## config.mk

```make
export PLATFORM = sky130hd
export DESIGN_NAME = seq_signed_divider_flat
export DESIGN_NICKNAME = d
export VERILOG_FILES = /design/src/rtl/seq_div_pkg.sv /design/src/rtl/seq_signed_divider_if.sv /design/src/rtl/div_restoring_step.sv /design/src/rtl/seq_signed_divider.sv /design/src/flat_wrapper.sv
export SDC_FILE = /design/constraint.sdc
export NUM_CORES = 1
export LEC_CHECK = 0
export ABC_AREA = 1
export BUFFER_PORTS_ARGS = -buffer_cell sky130_fd_sc_hd__buf_2
export CORE_MARGIN = 8
export CORE_UTILIZATION = 35
export DETAILED_ROUTE_END_ITERATION = 6
export GPL_ROUTABILITY_DRIVEN = 1
export PLACE_DENSITY = 0.58
export SYNTH_ARGS = -nofsm -noshare
export SYNTH_HDL_FRONTEND = slang
export SYNTH_SLANG_ARGS = --single-unit
```

## constraint.sdc

```tcl
create_clock -name clk -period 2.4 [get_ports clk]
set_input_delay 0.24 -clock clk [delete_from_list [all_inputs] [get_ports clk]]
set_output_delay 0.24 -clock clk [all_outputs]
set_load 0.05 [all_outputs]
```

## src/rtl/seq_div_pkg.sv

```systemverilog
// Shared types and sizing for the sequential signed divider.
// Latency WIDTH+1 cycles from start to ready; start while busy aborts and reloads.
package seq_div_pkg;

  typedef enum logic [1:0] {
    IDLE = 2'd0,
    ITER = 2'd1,
    FIX  = 2'd2
  } div_state_e;

  localparam int DIV_WIDTH = 8;
  localparam int DIV_CNT_W = $clog2(DIV_WIDTH + 1);

endpackage

```

## src/rtl/seq_signed_divider_if.sv

```systemverilog
// Operand/result bundle of the divider; master drives operands, slave returns results.
// Single start pulse per division, no backpressure: ready only reports idle/valid.
interface seq_signed_divider_if #(
  parameter int WIDTH = seq_div_pkg::DIV_WIDTH
);

  logic             start;
  logic [WIDTH-1:0] A;
  logic [WIDTH-1:0] B;
  logic [WIDTH-1:0] Quotient;
  logic [WIDTH-1:0] Remainder;
  logic             ready;
  logic             div_by_zero;
  logic             overflow;

  modport master (
    output start, A, B,
    input  Quotient, Remainder, ready, div_by_zero, overflow
  );

  modport slave (
    input  start, A, B,
    output Quotient, Remainder, ready, div_by_zero, overflow
  );

endinterface

```

## src/rtl/div_restoring_step.sv

```systemverilog
// One radix-2 restoring division step on magnitudes: shift, trial subtract, restore.
// Purely combinational; zero latency, no flow control.
module div_restoring_step
  import seq_div_pkg::*;
#(
  parameter int WIDTH = DIV_WIDTH
) (
  input  logic [WIDTH:0]   rem_in,
  input  logic [WIDTH-1:0] quo_in,
  input  logic [WIDTH:0]   divisor,
  output logic [WIDTH:0]   rem_out,
  output logic [WIDTH-1:0] quo_out
);

  logic [WIDTH+1:0] trial;

  always_comb begin
    // Partial remainder stays below |B| <= 2^(WIDTH-1), so the MSB of trial is a true sign.
    trial   = {rem_in, quo_in[WIDTH-1]} - {1'b0, divisor};
    rem_out = trial[WIDTH+1] ? {rem_in[WIDTH-1:0], quo_in[WIDTH-1]} : trial[WIDTH:0];
    quo_out = {quo_in[WIDTH-2:0], ~trial[WIDTH+1]};
  end

endmodule

```

## src/rtl/seq_signed_divider.sv

```systemverilog
// Sequential signed divider: magnitudes through WIDTH restoring steps, then sign fix.
// Latency WIDTH+1 edges from start to ready; start while busy aborts and restarts.
module seq_signed_divider
  import seq_div_pkg::*;
#(
  parameter int WIDTH = DIV_WIDTH
) (
  input  logic                 clk,
  input  logic                 rst_n,
  seq_signed_divider_if.slave  bus
);

  localparam int CW = $clog2(WIDTH + 1);

  div_state_e       state_q, state_d;
  logic [CW-1:0]    cnt_q, cnt_d;
  logic [WIDTH:0]   rem_q, rem_d;
  logic [WIDTH-1:0] quo_q, quo_d;
  logic [WIDTH:0]   divisor_q, divisor_d;
  logic [WIDTH-1:0] a_q, a_d;
  logic             sign_quo_q, sign_quo_d;
  logic             sign_rem_q, sign_rem_d;
  logic             b_zero_q, b_zero_d;
  logic             ovf_pend_q, ovf_pend_d;
  logic [WIDTH-1:0] quotient_q, quotient_d;
  logic [WIDTH-1:0] remainder_q, remainder_d;
  logic             div_by_zero_q, div_by_zero_d;
  logic             overflow_q, overflow_d;

  logic [WIDTH-1:0] abs_a;
  logic [WIDTH:0]   b_ext;
  logic [WIDTH:0]   abs_b;
  logic [WIDTH:0]   step_rem;
  logic [WIDTH-1:0] step_quo;

  div_restoring_step #(
    .WIDTH (WIDTH)
  ) u_step (
    .rem_in  (rem_q),
    .quo_in  (quo_q),
    .divisor (divisor_q),
    .rem_out (step_rem),
    .quo_out (step_quo)
  );

  always_ff @(posedge clk or negedge rst_n) begin
    if (!rst_n) begin
      state_q       <= IDLE;
      cnt_q         <= '0;
      rem_q         <= '0;
      quo_q         <= '0;
      divisor_q     <= '0;
      a_q           <= '0;
      sign_quo_q    <= 1'b0;
      sign_rem_q    <= 1'b0;
      b_zero_q      <= 1'b0;
      ovf_pend_q    <= 1'b0;
      quotient_q    <= '0;
      remainder_q   <= '0;
      div_by_zero_q <= 1'b0;
      overflow_q    <= 1'b0;
    end else begin
      state_q       <= state_d;
      cnt_q         <= cnt_d;
      rem_q         <= rem_d;
      quo_q         <= quo_d;
      divisor_q     <= divisor_d;
      a_q           <= a_d;
      sign_quo_q    <= sign_quo_d;
      sign_rem_q    <= sign_rem_d;
      b_zero_q      <= b_zero_d;
      ovf_pend_q    <= ovf_pend_d;
      quotient_q    <= quotient_d;
      remainder_q   <= remainder_d;
      div_by_zero_q <= div_by_zero_d;
      overflow_q    <= overflow_d;
    end
  end

  always_comb begin
    state_d = state_q;
    if (bus.start) begin
      state_d = ITER;
    end else begin
      case (state_q)
        IDLE:    state_d = IDLE;
        ITER:    state_d = (cnt_q == CW'(WIDTH - 1)) ? FIX : ITER;
        FIX:     state_d = IDLE;
        default: state_d = IDLE;
      endcase
    end
  end

  always_comb begin
    bus.ready       = (state_q == IDLE);
    bus.Quotient    = quotient_q;
    bus.Remainder   = remainder_q;
    bus.div_by_zero = div_by_zero_q;
    bus.overflow    = overflow_q;
  end

  always_comb begin
    // |-2^(WIDTH-1)| = 2^(WIDTH-1) still fits WIDTH bits when read as unsigned.
    abs_a = bus.A[WIDTH-1] ? -bus.A : bus.A;
    b_ext = {bus.B[WIDTH-1], bus.B};
    abs_b = bus.B[WIDTH-1] ? -b_ext : b_ext;

    cnt_d         = cnt_q;
    rem_d         = rem_q;
    quo_d         = quo_q;
    divisor_d     = divisor_q;
    a_d           = a_q;
    sign_quo_d    = sign_quo_q;
    sign_rem_d    = sign_rem_q;
    b_zero_d      = b_zero_q;
    ovf_pend_d    = ovf_pend_q;
    quotient_d    = quotient_q;
    remainder_d   = remainder_q;
    div_by_zero_d = div_by_zero_q;
    overflow_d    = overflow_q;

    if (bus.start) begin
      // A restart from any state discards in-flight work; published results are untouched.
      cnt_d         = '0;
      rem_d         = '0;
      quo_d         = abs_a;
      divisor_d     = abs_b;
      a_d           = bus.A;
      sign_quo_d    = bus.A[WIDTH-1] ^ bus.B[WIDTH-1];
      sign_rem_d    = bus.A[WIDTH-1];
      b_zero_d      = (bus.B == '0);
      ovf_pend_d    = (bus.A == {1'b1, {(WIDTH-1){1'b0}}}) && (bus.B == '1);
      div_by_zero_d = 1'b0;
      overflow_d    = 1'b0;
    end else begin
      case (state_q)
        ITER: begin
          rem_d = step_rem;
          quo_d = step_quo;
          cnt_d = cnt_q + CW'(1);
        end
        FIX: begin
          if (b_zero_q) begin
            quotient_d  = '1;
            remainder_d = a_q;
          end else begin
            quotient_d  = sign_quo_q ? -quo_q : quo_q;
            remainder_d = sign_rem_q ? -rem_q[WIDTH-1:0] : rem_q[WIDTH-1:0];
          end
          div_by_zero_d = b_zero_q;
          overflow_d    = ovf_pend_q;
        end
        default: begin
        end
      endcase
    end
  end

endmodule

```

## src/flat_wrapper.sv

```systemverilog
// flat-port wrapper written by rule: the top's interface ports become plain ports
module seq_signed_divider_flat import seq_div_pkg::*;
#(
  parameter int WIDTH = DIV_WIDTH
)
  (clk, rst_n, bus_start, bus_A, bus_B, bus_Quotient, bus_Remainder, bus_ready, bus_div_by_zero, bus_overflow);
  seq_signed_divider_if #(.WIDTH(WIDTH)) bus_i ();
  input  logic clk;
  input  logic rst_n;
  input wire logic [$bits(bus_i.start)-1:0] bus_start;
  input wire logic [$bits(bus_i.A)-1:0] bus_A;
  input wire logic [$bits(bus_i.B)-1:0] bus_B;
  output wire logic [$bits(bus_i.Quotient)-1:0] bus_Quotient;
  output wire logic [$bits(bus_i.Remainder)-1:0] bus_Remainder;
  output wire logic [$bits(bus_i.ready)-1:0] bus_ready;
  output wire logic [$bits(bus_i.div_by_zero)-1:0] bus_div_by_zero;
  output wire logic [$bits(bus_i.overflow)-1:0] bus_overflow;
  assign bus_i.start = bus_start;
  assign bus_i.A = bus_A;
  assign bus_i.B = bus_B;
  assign bus_Quotient = bus_i.Quotient;
  assign bus_Remainder = bus_i.Remainder;
  assign bus_ready = bus_i.ready;
  assign bus_div_by_zero = bus_i.div_by_zero;
  assign bus_overflow = bus_i.overflow;
  seq_signed_divider #(.WIDTH(WIDTH)) u_core (.clk(clk), .rst_n(rst_n), .bus(bus_i));
endmodule
```

==> impl_metrics.yaml <==
status:
  run_status: "finished, final reports clean"
logic_synthesis:
  yosys.area.top_type: "dfrtp_1"
  synth_seq_area_share_pct: 41.2
  ys_ff_latch: 61
  syn-instance-count: 481
  synth_area_per_cell_um2: 7.70
  synth_top_area_share_pct: 41.2
  syn_area_um2: 3700
  synth_nets: 516
  yosysWarnings: 0
  synth.area.top_cells: "dfrtp_1, nand2_1, inv_1, nand3_1, ha_1"
  ys_types: 36
pwr:
  switching_share_pct: 42.8
  comb_power_share_pct: 43.7
  clkPwrFrac_pct: 21.1
  p_seq_share_pct: 35.2
  p_total_mw: 3.70
  p_leak_nw: 2.21
  ir_drop_uv: 349
  p_int_mw: 2.12
  power_density_nw_per_um2: 877
  p_switching_mw: 1.58
global_route:
  grt_first_pass_wirelength_um: 16600
  antenna_found_initial: 0
  track_usage_pct: 14.5
  grt_start_max_net_pins: 23
  grt-ovfl-total: 0
  grt_pass1_vias: 3303
hold_path:
  hp-class: "in2reg"
  hold_depth: 3
  hold_start: "bus_A[1]"
  min_to: "u_core.a_q[1]"
layout:
  layout-drive-gt1-share_pct: 14.5
  fin_area_um2: 4220
  layout.nets: 560
  fillerInstances: 1112
  fin_util_pct: 41.1
  antennaDiodeCount: 0
  syn_to_final_growth_pct: 14.0
  instances_no_fill: 666
floorplanning:
  rows: 37
  die-area_um2: 14100
  io_pins: 38
  die_h_um: 119
  start_util_pct: 36.0
  fp.dieW_um: 119
  core_area_um2: 10300
timing:
  post-route-period-util_pct: 82.1
  whs_ps: 152
  grt_setup_unrepaired: "false"
  fin_skew_ps: 6.04
  final_max_slew_viol_count: 0
  fmax_ghz: 0.508
  relSlewSlack_pct: 67.2
  layout_min_cycle_time_ps: 1970
  setup_ws_ps: 431
  setup_viol: 0
  worst_pin_slew_ps: 493
  hold_viol: 0
  final.setup.tns_ps: 0
place:
  place_ws_ps: 430
  post-dp-hpwl_um: 7580
  gp_congestion: 0.974
  dp.cells: 649
  placed_area_um2: 4050
  io_buffers: 37
cts:
  numCtsBuffers: 9
  postCtsSetupBuffers: 0
  cts_max_path_buffers: 2
  insertion_delay_ps: 340
  cts_tree: "built"
  cts.sinks: 61
  clock-root-buffer: "clkbuf_8"
  clkTransAtPathRegs_ps: 70
  htreeDepth: 3
drt:
  viasPerCell: 5.02
  drcViolationCount: 0
  postRouteAntennaNets: 0
  vias: 3344
  finalWirelength_um: 9980
  drt-initial-drc-count: 215
  dr.pass1.iters: 5
  wl_per_cell_um: 15.0
run:
  max_cap_viol_count: 0
worst_setup_path:
  ff2ff_path_depth: 12
  cp-end-kind: "register"
  critPathLaunchType: "register"
  crit_required_ps: 2640
  worstSetupPathType: "reg2reg"
  cp.arrival_ps: 2210
  r2r_slack_ps: 430
  worstReg2RegStart: "u_core.quo_q[7]"
  reg2reg_to: "u_core.rem_q[8]"
  path_max_fanout: 4
-- cell usage after synthesis --
cell type / instances
a21oi_1: 14
a21oi_4: 1
a22oi_1: 1
a2bb2oi_1: 2
a31oi_1: 2
buf_1: 1
buf_2: 5
buf_4: 1
clkbuf_1: 4
dfrtp_1: 61
fa_1: 1
ha_1: 15
inv_1: 80
inv_2: 3
nand2_1: 113
nand2_2: 6
nand2_4: 2
nand3_1: 54
nand3_2: 2
nand3b_1: 3
nand4_1: 7
nand4_2: 2
nor2_1: 28
nor2_2: 1
nor2_4: 2
nor3_1: 3
nor4_1: 2
o211ai_1: 4
o21ai_0: 26
o221ai_1: 12
o22a_1: 4
o22ai_1: 4
o41ai_1: 1
or2_2: 1
xnor2_1: 5
xor2_1: 8
-- how the worst max path moves through the flow --
stage | slack (ps) | startpoint | end
2_1_floorplan | 720 | u_core.quo_q[7] | u_core.rem_q[8]
3_3_place_gp | 430 | u_core.quo_q[7] | u_core.rem_q[8]
3_5_place_dp | 430 | u_core.quo_q[7] | u_core.rem_q[8]
4_1_cts | 440 | u_core.quo_q[7] | u_core.rem_q[8]
5_1_grt | 290 | u_core.quo_q[7] | u_core.rem_q[8]
6_report | 430 | u_core.quo_q[7] | u_core.rem_q[8]
-- routing by layer --
layer  GRT usage (%)  up-vias  wire, um  part of all wire, %
li1                -     1663         -                    -
met1            20.0     1574      4870                   49
met2            22.2      100      4420                   44
met3            3.59        7       583                  5.8
met4            3.64        0        97                 0.97
met5               0        -         0                    0
-- critical path: stages, from the launching register on --
cell      delay, ps
dfrtp_1         380
inv_1           150
ha_1            170
inv_1            80
fa_1            430
nand2_1          90
nand2_1          90
nand2_1          90
nand3b_1         80
nand2_1          80
nand3_1          70
nand3_1          80
nand2_1          50
-- power groups by stage --
stage               clock network [mW]  logic, mW  registers, mW
floorplan                            0       1.26           1.28
global placement                     0       1.58           1.32
detailed placement                   0       1.60           1.32
CTS                              0.802       1.62           1.30
global route                     0.855       1.83           1.32
finish                           0.780       1.62           1.30
-- registers in the layout (all words and copies together), names as in the netlist --
name                    cells
u_core.a_q                  7
u_core.b_zero_q             1
u_core.bus.Quotient         8
u_core.bus.Remainder        8
u_core.bus.div_by_zero      1
u_core.bus.overflow         1
u_core.cnt_q                4
u_core.divisor_q            9
u_core.ovf_pend_q           1
u_core.quo_q                8
u_core.rem_q                9
u_core.sign_quo_q           1
u_core.sign_rem_q           1
u_core.state_q              2
-- cell families (layout without fill, tap and decap cells) --
kind of cell               Yosys count  in the layout  share of synthesized area (%)
and+or+nand+nor                    226            226                           27.9
xor gates and xnor gates            13             13                           3.08
buffers and inverters               94            143                           9.80
adders and majority gates           16             16                           5.61
DFF                                 61             61                           41.2
AOI/OAI and AO/OA                   71             71                           12.4
-- cells in the final DEF (no fill, tap or decap), types with 2 or more instances in the layout --
master,count
a21oi_1,14
a2bb2oi_1,2
a31oi_1,2
buf_2,37
buf_4,6
clkbuf_1,2
clkbuf_8,9
clkinv_2,4
dfrtp_1,61
ha_1,15
inv_1,80
inv_2,3
nand2_1,113
nand2_2,6
nand2_4,2
nand3_1,54
nand3_2,2
nand3b_1,3
nand4_1,7
nand4_2,2
nor2_1,28
nor2_4,2
nor3_1,3
nor4_1,2
o211ai_1,4
o21ai_0,26
o221ai_1,12
o22a_1,4
o22ai_1,4
xnor2_1,5
xor2_1,8
-- repair_timing --
item                       in CTS  in global routing
gates resized for setup         0                  0
setup endpoints to repair       0                  0
hold endpoints to repair       20                  0
hold buffers                    1                  0
-- layout make-up --
class	count	area [um^2]	area share, %
clock inverters	5	27.5	0.652
flip-flops and latches	61	1530	36.2
clock buffers	11	131	3.11
multi-input cells	326	1810	43.0
well taps	136	170	4.03
repair buffers	44	240	5.69
inverters	83	312	7.38
(Power assumes the default switching activity.)
